## src/rtl/spi_master_mu_pkg.sv

```systemverilog
// spi_mu_pkg -- shared definitions for the 40-bit register-slot SPI frame.
// A frame is an 8-bit header {wr, 3'b000, addr[3:0]} followed by 32 data
// bits, MSB first. The FPGA-side slave uses the same constants.
// Contents: frame geometry constants, the master FSM state type and a
// helper that assembles a transmit frame.
package spi_mu_pkg;

  localparam int FRAME_BITS = 40;
  localparam int HDR_BITS   = 8;
  localparam int ADDR_BITS  = 4;
  localparam int WR_BIT     = 7;
  localparam int DATA_BITS  = FRAME_BITS - HDR_BITS;
  localparam int BIT_CNT_W  = 6;

  typedef enum logic [2:0] {IDLE, SETUP, HIGH, LOW, GAP} state_t;

  // Read frames carry zeros in the data field; the slave drives MISO then.
  function automatic logic [FRAME_BITS-1:0] build_frame(
    input logic                 wr,
    input logic [ADDR_BITS-1:0] addr,
    input logic [DATA_BITS-1:0] wdata
  );
    logic [HDR_BITS-1:0] hdr;
    hdr                  = '0;
    hdr[WR_BIT]          = wr;
    hdr[ADDR_BITS-1:0]   = addr;
    return {hdr, (wr ? wdata : {DATA_BITS{1'b0}})};
  endfunction

endpackage

```

## src/rtl/spi_master_mu_if.sv

```systemverilog
// spi_master_mu_if -- core-side start/done handshake of the SPI master.
// Signals: start, wr, addr[3:0], wdata[31:0] (core -> master);
//          busy, done, rdata[31:0] (master -> core).
// Modports: master = requesting core logic, slave = the SPI master block.
interface spi_master_mu_if;
  import spi_mu_pkg::*;

  logic                 start;
  logic                 wr;
  logic [ADDR_BITS-1:0] addr;
  logic [DATA_BITS-1:0] wdata;
  logic                 busy;
  logic                 done;
  logic [DATA_BITS-1:0] rdata;

  modport master (output start, wr, addr, wdata, input busy, done, rdata);
  modport slave  (input start, wr, addr, wdata, output busy, done, rdata);

endinterface

```

## src/rtl/spi_master_mu_sync2.sv

```systemverilog
// sync2 -- generic two-flop synchronizer with asynchronous active-high reset.
// Ports: clk, reset, d (asynchronous input), q (synchronized output, resets 0).
module sync2 (
  input  logic clk,
  input  logic reset,
  input  logic d,
  output logic q
);

  logic meta;

  always_ff @(posedge clk or posedge reset) begin
    if (reset) begin
      meta <= 1'b0;
      q    <= 1'b0;
    end else begin
      meta <= d;
      q    <= meta;
    end
  end

endmodule

```

## src/rtl/spi_master_mu.sv

```systemverilog
// spi_master_mu -- SPI mode-0 master issuing 40-bit register-slot frames.
// Parameter: CLK_DIV -- SPI half-period in clk cycles (>= 4).
// Ports: clk, reset (async, active-high);
//        bus (spi_master_mu_if.slave): start/wr/addr/wdata in, busy/done/rdata out;
//        SPI_CLK, SPI_CS (active low), SPI_MOSI out; SPI_MISO in.
// Build option: define SPI_MASTER_MISO_SYNC_EN to pass SPI_MISO through a
// two-flop synchronizer before sampling. Frame timing is the same either way.
module spi_master_mu
  import spi_mu_pkg::*;
#(
  parameter int CLK_DIV = 4
) (
  input  logic              clk,
  input  logic              reset,
  spi_master_mu_if.slave    bus,
  output logic              SPI_CLK,
  output logic              SPI_CS,
  output logic              SPI_MOSI,
  input  logic              SPI_MISO
);

  localparam int PH_W = $clog2(CLK_DIV);
  localparam logic [PH_W-1:0]      PH_LAST  = PH_W'(CLK_DIV - 1);
  localparam logic [BIT_CNT_W-1:0] LAST_BIT = BIT_CNT_W'(FRAME_BITS);
  localparam logic [BIT_CNT_W-1:0] HDR_LAST = BIT_CNT_W'(HDR_BITS);

  state_t                 state, state_n;
  logic [PH_W-1:0]        phase;
  logic [BIT_CNT_W-1:0]   bit_cnt;
  logic [FRAME_BITS-1:0]  tx_sr;
  logic [DATA_BITS-1:0]   rx_sr;
  logic                   is_rd;
  logic                   miso_s;
  logic                   ph_last;
  logic                   busy_n, done_n, cs_n, sclk_n;

`ifdef SPI_MASTER_MISO_SYNC_EN
  sync2 u_miso_sync (
    .clk   (clk),
    .reset (reset),
    .d     (SPI_MISO),
    .q     (miso_s)
  );
`else
  assign miso_s = SPI_MISO;
`endif

  assign ph_last  = (phase == PH_LAST);
  // MOSI comes straight off the top shift-register flop.
  assign SPI_MOSI = tx_sr[FRAME_BITS-1];

  always_ff @(posedge clk or posedge reset) begin
    if (reset) state <= IDLE;
    else       state <= state_n;
  end

  // Outputs are decoded from the next state and registered below, so every
  // pin changes on the same edge as the state it belongs to.
  always_comb begin
    state_n = state;
    done_n  = 1'b0;
    unique case (state)
      IDLE:  if (bus.start) state_n = SETUP;
      SETUP: if (ph_last)   state_n = HIGH;
      HIGH:  if (ph_last)   state_n = LOW;
      LOW: begin
        if (ph_last) begin
          if (bit_cnt == LAST_BIT) begin
            state_n = GAP;
            done_n  = 1'b1;
          end else begin
            state_n = HIGH;
          end
        end
      end
      GAP:     if (ph_last) state_n = IDLE;
      default: state_n = IDLE;
    endcase
    busy_n = (state_n != IDLE);
    cs_n   = !(state_n == SETUP || state_n == HIGH || state_n == LOW);
    sclk_n = (state_n == HIGH);
  end

  // ---- registered datapath and pins ----
  always_ff @(posedge clk or posedge reset) begin
    if (reset) begin
      phase     <= '0;
      bit_cnt   <= '0;
      tx_sr     <= '0;
      rx_sr     <= '0;
      is_rd     <= 1'b0;
      bus.busy  <= 1'b0;
      bus.done  <= 1'b0;
      bus.rdata <= '0;
      SPI_CS    <= 1'b1;
      SPI_CLK   <= 1'b0;
    end else begin
      bus.busy <= busy_n;
      bus.done <= done_n;
      SPI_CS   <= cs_n;
      SPI_CLK  <= sclk_n;
      phase    <= (state == IDLE || state_n != state) ? '0 : phase + 1'b1;

      unique case (state)
        IDLE: begin
          if (bus.start) begin
            tx_sr   <= build_frame(bus.wr, bus.addr, bus.wdata);
            is_rd   <= !bus.wr;
            bit_cnt <= '0;
          end
        end
        SETUP: if (ph_last) bit_cnt <= BIT_CNT_W'(1);
        HIGH: begin
          if (ph_last) begin
            // Header bits 1..8 are don't-care on MISO.
            if (bit_cnt > HDR_LAST) rx_sr <= {rx_sr[DATA_BITS-2:0], miso_s};
            tx_sr <= {tx_sr[FRAME_BITS-2:0], 1'b0};
          end
        end
        LOW: begin
          if (ph_last) begin
            if (bit_cnt != LAST_BIT) bit_cnt <= bit_cnt + 1'b1;
            else if (is_rd)          bus.rdata <= rx_sr;
          end
        end
        GAP:     ;
        default: ;
      endcase
    end
  end

endmodule

```

## src/flat_wrapper.sv

```systemverilog
// flat-port wrapper written by rule: the top's interface ports become plain ports
module spi_master_mu_flat import spi_mu_pkg::*;
#(
  parameter int CLK_DIV = 4
)
  (clk, reset, SPI_CLK, SPI_CS, SPI_MOSI, SPI_MISO, bus_start, bus_wr, bus_addr, bus_wdata, bus_busy, bus_done, bus_rdata);
  spi_master_mu_if bus_i ();
  input  logic clk;
  input  logic reset;
  output logic SPI_CLK;
  output logic SPI_CS;
  output logic SPI_MOSI;
  input  logic SPI_MISO;
  input wire logic [$bits(bus_i.start)-1:0] bus_start;
  input wire logic [$bits(bus_i.wr)-1:0] bus_wr;
  input wire logic [$bits(bus_i.addr)-1:0] bus_addr;
  input wire logic [$bits(bus_i.wdata)-1:0] bus_wdata;
  output wire logic [$bits(bus_i.busy)-1:0] bus_busy;
  output wire logic [$bits(bus_i.done)-1:0] bus_done;
  output wire logic [$bits(bus_i.rdata)-1:0] bus_rdata;
  assign bus_i.start = bus_start;
  assign bus_i.wr = bus_wr;
  assign bus_i.addr = bus_addr;
  assign bus_i.wdata = bus_wdata;
  assign bus_busy = bus_i.busy;
  assign bus_done = bus_i.done;
  assign bus_rdata = bus_i.rdata;
  spi_master_mu #(.CLK_DIV(CLK_DIV)) u_core (.clk(clk), .reset(reset), .bus(bus_i), .SPI_CLK(SPI_CLK), .SPI_CS(SPI_CS), .SPI_MOSI(SPI_MOSI), .SPI_MISO(SPI_MISO));
endmodule
```

## config.mk

```make
export PLATFORM = sky130hd
export DESIGN_NAME = spi_master_mu_flat
export DESIGN_NICKNAME = d
export VERILOG_FILES = /design/src/rtl/spi_master_mu_pkg.sv /design/src/rtl/spi_master_mu_if.sv /design/src/rtl/spi_master_mu_sync2.sv /design/src/rtl/spi_master_mu.sv /design/src/flat_wrapper.sv
export SDC_FILE = /design/constraint.sdc
export NUM_CORES = 1
export LEC_CHECK = 0
export CORE_ASPECT_RATIO = 0.9
export CORE_MARGIN = 2
export CORE_UTILIZATION = 40
export DETAILED_ROUTE_END_ITERATION = 16
export GPL_ROUTABILITY_DRIVEN = 0
export SYNTH_ARGS = -nofsm -noshare
export SYNTH_HDL_FRONTEND = slang
export SYNTH_HIERARCHICAL = 1
export SYNTH_SLANG_ARGS = --single-unit
```

## constraint.sdc

```tcl
create_clock -name clk -period 4.5 [get_ports clk]
set_input_delay 0.45 -clock clk [delete_from_list [all_inputs] [get_ports clk]]
set_output_delay 0.45 -clock clk [all_outputs]
set_load 0.005 [all_outputs]
```

==> summary.md <==
| Metric | Value |
|---|---|
| Post-CTS resize count | `0` |
| Async set-or-reset flop fraction in the synthesized netlist | `1.00` |
| Worst Path Required | `4780 ps` |
| Iteration count of the initial detailed-routing pass | `4` |
| Yosys top cell by area | `dfrtp_1` |
| Final layout net count | `550` |
| Count of endpoints failing setup in the final report | `0` |
| Max FO, Critical Path | `40` |
| Clock insertion delay at the later pin of the skew report | `400 ps` |
| Slowest library cell on the worst path | `nand3_2` |
| Vias after detailed routing | `3,546` |
| Slew at the pin closest to its max-slew limit | `1230 ps` |
| DR DRC count | `0` |
| Fill cell count | `1,068` |
| Setup Buffers After CTS | `0` |
| Total leakage power | `2.98 nW` |
| Number of port buffers | `77` |
| Wire length of the first global-routing pass | `17,000 um` |
| RSZ-0062 raised after global routing | `false` |
| Max Freq | `375 MHz` |
| Antenna Diode Count | `0` |
| I/O pin count | `78` |
| Synthesized flop and latch total | `120` |
| Fin worst setup slack | `1830 ps` |
| Final slew viol count | `0` |
| Peak supply drop | `0.000227 V` |
| Kind of capture point of the worst setup path | `register` |
| Count of non-filler cells in the finished layout | `683` |
| Estimated wirelength of the detail-placed design | `6430 um` |
| Htree depth | `4` |
| Clock sinks | `120` |
| Core Rows | `39` |
| Mean instance size in the synthesized netlist | `11.7 sq um` |
| DR iter-0 viols | `246` |
| Share of the clock period used by the worst path | `0.593` |
| Clock tree from TritonCTS | `done` |
| Initial core utilization | `0.406` |
| Max_cap viols | `0` |
| Share of synthesized area occupied by flip-flops and latches | `0.590` |
| Final clock skew | `6.87 ps` |
| GR Overflow Total | `0` |
| Vertical extent of the die | `111 um` |
| DR vias/cell | `5.19` |
| Number of enable flip-flop cells after synthesis | `0` |
| Data arrival time of the worst path | `2950 ps` |
| Power per Cell Area | `384 nW/um^2` |
| Number of antenna violations at the first check in global routing | `0` |
| Number of placed instances with taps included | `651` |
| Synth Cell Area | `5090 sq um` |
| Cell variety after synth | `43` |
| Worst hold-check path type | `reg2reg` |
| Remaining number of nets flagged by the antenna check after routing | `0` |
| Top FF cell, synth | `dfrtp_1` |
| Outcome | `complete, no violations` |
| Share of layout cells above drive strength 1 | `0.181` |
| Hold buffers post-CTS | `0` |
| Area share of the largest cell type after synthesis | `0.585` |
| Overall global routing resource usage | `0.159` |
| Maximum clock path buffer count | `2` |
| Cells taking the most area after synthesis | `dfrtp_1 58%, mux2_2 8.6%, a31oi_1 5.0%` |
| Area Overhead vs Synth | `28.4%` |
| Num CTS Buffers | `17` |
| Die X-Extent | `123 um` |
| CP startpoint kind | `register` |
| Floorplan core area | `12,500 sq um` |
| Most instantiated library cell after synthesis | `dfrtp_1` |
| Smallest hold slack | `440 ps` |
| Crit Path Class | `reg2reg` |
| Final critical delay including setup and external delays | `2670 ps` |
| Fin. Hold Viols | `0` |
| Post-DR wirelength/cell | `14.4 um` |
| Post-synthesis instance total | `435` |
| Die ar. | `13,700 sq um` |
| Total Negative Setup Slacks | `0 ps` |
| Pin count of the biggest net entering global routing | `81` |
| CP Cell Sequence | `nand2b_1 -> nor2_2 -> buf_4 -> nand3_2 -> mux2_1` |
| Clock transition at path regs | `60 ps` |
| Worst slew margin relative to its limit | `0.181` |
| Area of the multi-input gates | `1900 sq um` |
| Most frequent cells after synthesis | `119 x dfrtp_1, 44 x nand2_1, 41 x a31oi_1, 41 x nor2_1, 39 x mux2_2` |
| YS warnings | `6` |
| Seq. cell area | `3000 sq um` |
| Worst slack after detailed placement | `1840 ps` |
| Synth Net Count | `479` |
| Vias in the first global route | `3,556` |
| Wirelength, routed | `9840 um` |
| Crit-path max cell delay | `710 ps` |
| Root Driver | `clkbuf_16` |
## layout make-up
class                   count  area share
repair buffers             81       0.122
inverters                  10     0.00612
clock inverters            13      0.0224
clock buffers              19      0.0677
multi-input cells         276       0.291
well taps                 164      0.0314
flip-flops and latches    120       0.459
## sequential cells by signal, indices dropped and copies added (netlist names)
signal            flops
u_core/bus.done       1
u_core/is_rd          1
u_core/state          3
u_core/bit_cnt        6
u_core/SPI_CS         1
u_core/SPI_CLK        1
u_core/bus.rdata     32
u_core/bus.busy       1
u_core/tx_sr         40
u_core/rx_sr         32
u_core/phase          2
## through the flow
stage	cell area, sq um	power [mW]	util
final	6540	2.51	0.522
after CTS	6540	2.55	0.522
after global placement	5950	1.21	0.475
after floorplan	5090	1.16	-
after global routing	6540	2.62	0.522
after detailed placement	5950	1.22	0.475
## path summary, 6_finish.rpt
kind	startpoint	endpoint	depth (start not counted)	slack, ps
worst max-delay path	u_core/state[2]	u_core/rx_sr[29]	5	1830
worst min-delay path	u_core/phase[0]	u_core/phase[0]	1	440
worst min register to register	u_core/phase[0]	u_core/phase[0]	1	440
worst max register to register	u_core/state[2]	u_core/rx_sr[29]	5	1830
min in group asynchronous	reset	u_core/bus.rdata[30]	2	570
max in group asynchronous	reset	u_core/tx_sr[22]	3	3050
## cell usage in the layout (no fill, tap or decap), drive strengths merged, types with 2 or more instances in the layout
cell type	netlist	layout
inv	10	12
o21ai	15	15
clkinvlp	0	2
nand2b	2	2
o31ai	2	2
clkbuf	11	19
clkinv	0	7
a31oi	41	41
mux2	64	64
ha	3	3
a21o	2	2
dfrtp	119	119
nand2	44	44
nand3	38	38
buf	18	4
nor2	42	42
and2	2	2
bufinv	0	2
clkdlybuf4s50	0	77
nand4	4	4
## power breakdown
part	internal, mW	switching (mW)
combinational	0.0464	0.0434
clock	0.834	0.479
sequential	1.10	0.00941
## per-layer routing
| metal | wire [um] | up-vias | part of all wire | GRT usage |
|---|---|---|---|---|
| met5 | 0 | - | 0 | 0 |
| met4 | 65 | 0 | 0.0066 | 0.0483 |
| met3 | 563 | 6 | 0.057 | 0.0571 |
| met2 | 4550 | 112 | 0.46 | 0.236 |
| met1 | 4660 | 1746 | 0.47 | 0.217 |
| li1 | - | 1682 | - | - |
## worst max-delay path: cells and delay by family, from the launching register on
kind          cells  cell delay [ps]
simple gates      3             1080
buf+inv           1              390
flops             1              500
mux               1              580
## cell families (layout without fill, tap and decap cells)
kind of cell | Yosys count | after routing | synth area share
AO/OA/AOI/OAI | 67 | 67 | 0.0823
XOR/XNOR | 1 | 1 | 0.00172
adder cells (fa/ha/maj) | 3 | 3 | 0.00737
buffers and inverters | 39 | 123 | 0.0386
flip-flops | 120 | 120 | 0.590
multiplexers | 65 | 65 | 0.151
AND/OR/NAND/NOR | 140 | 140 | 0.129
No activity file was read; power rests on OpenSTA's default activity.
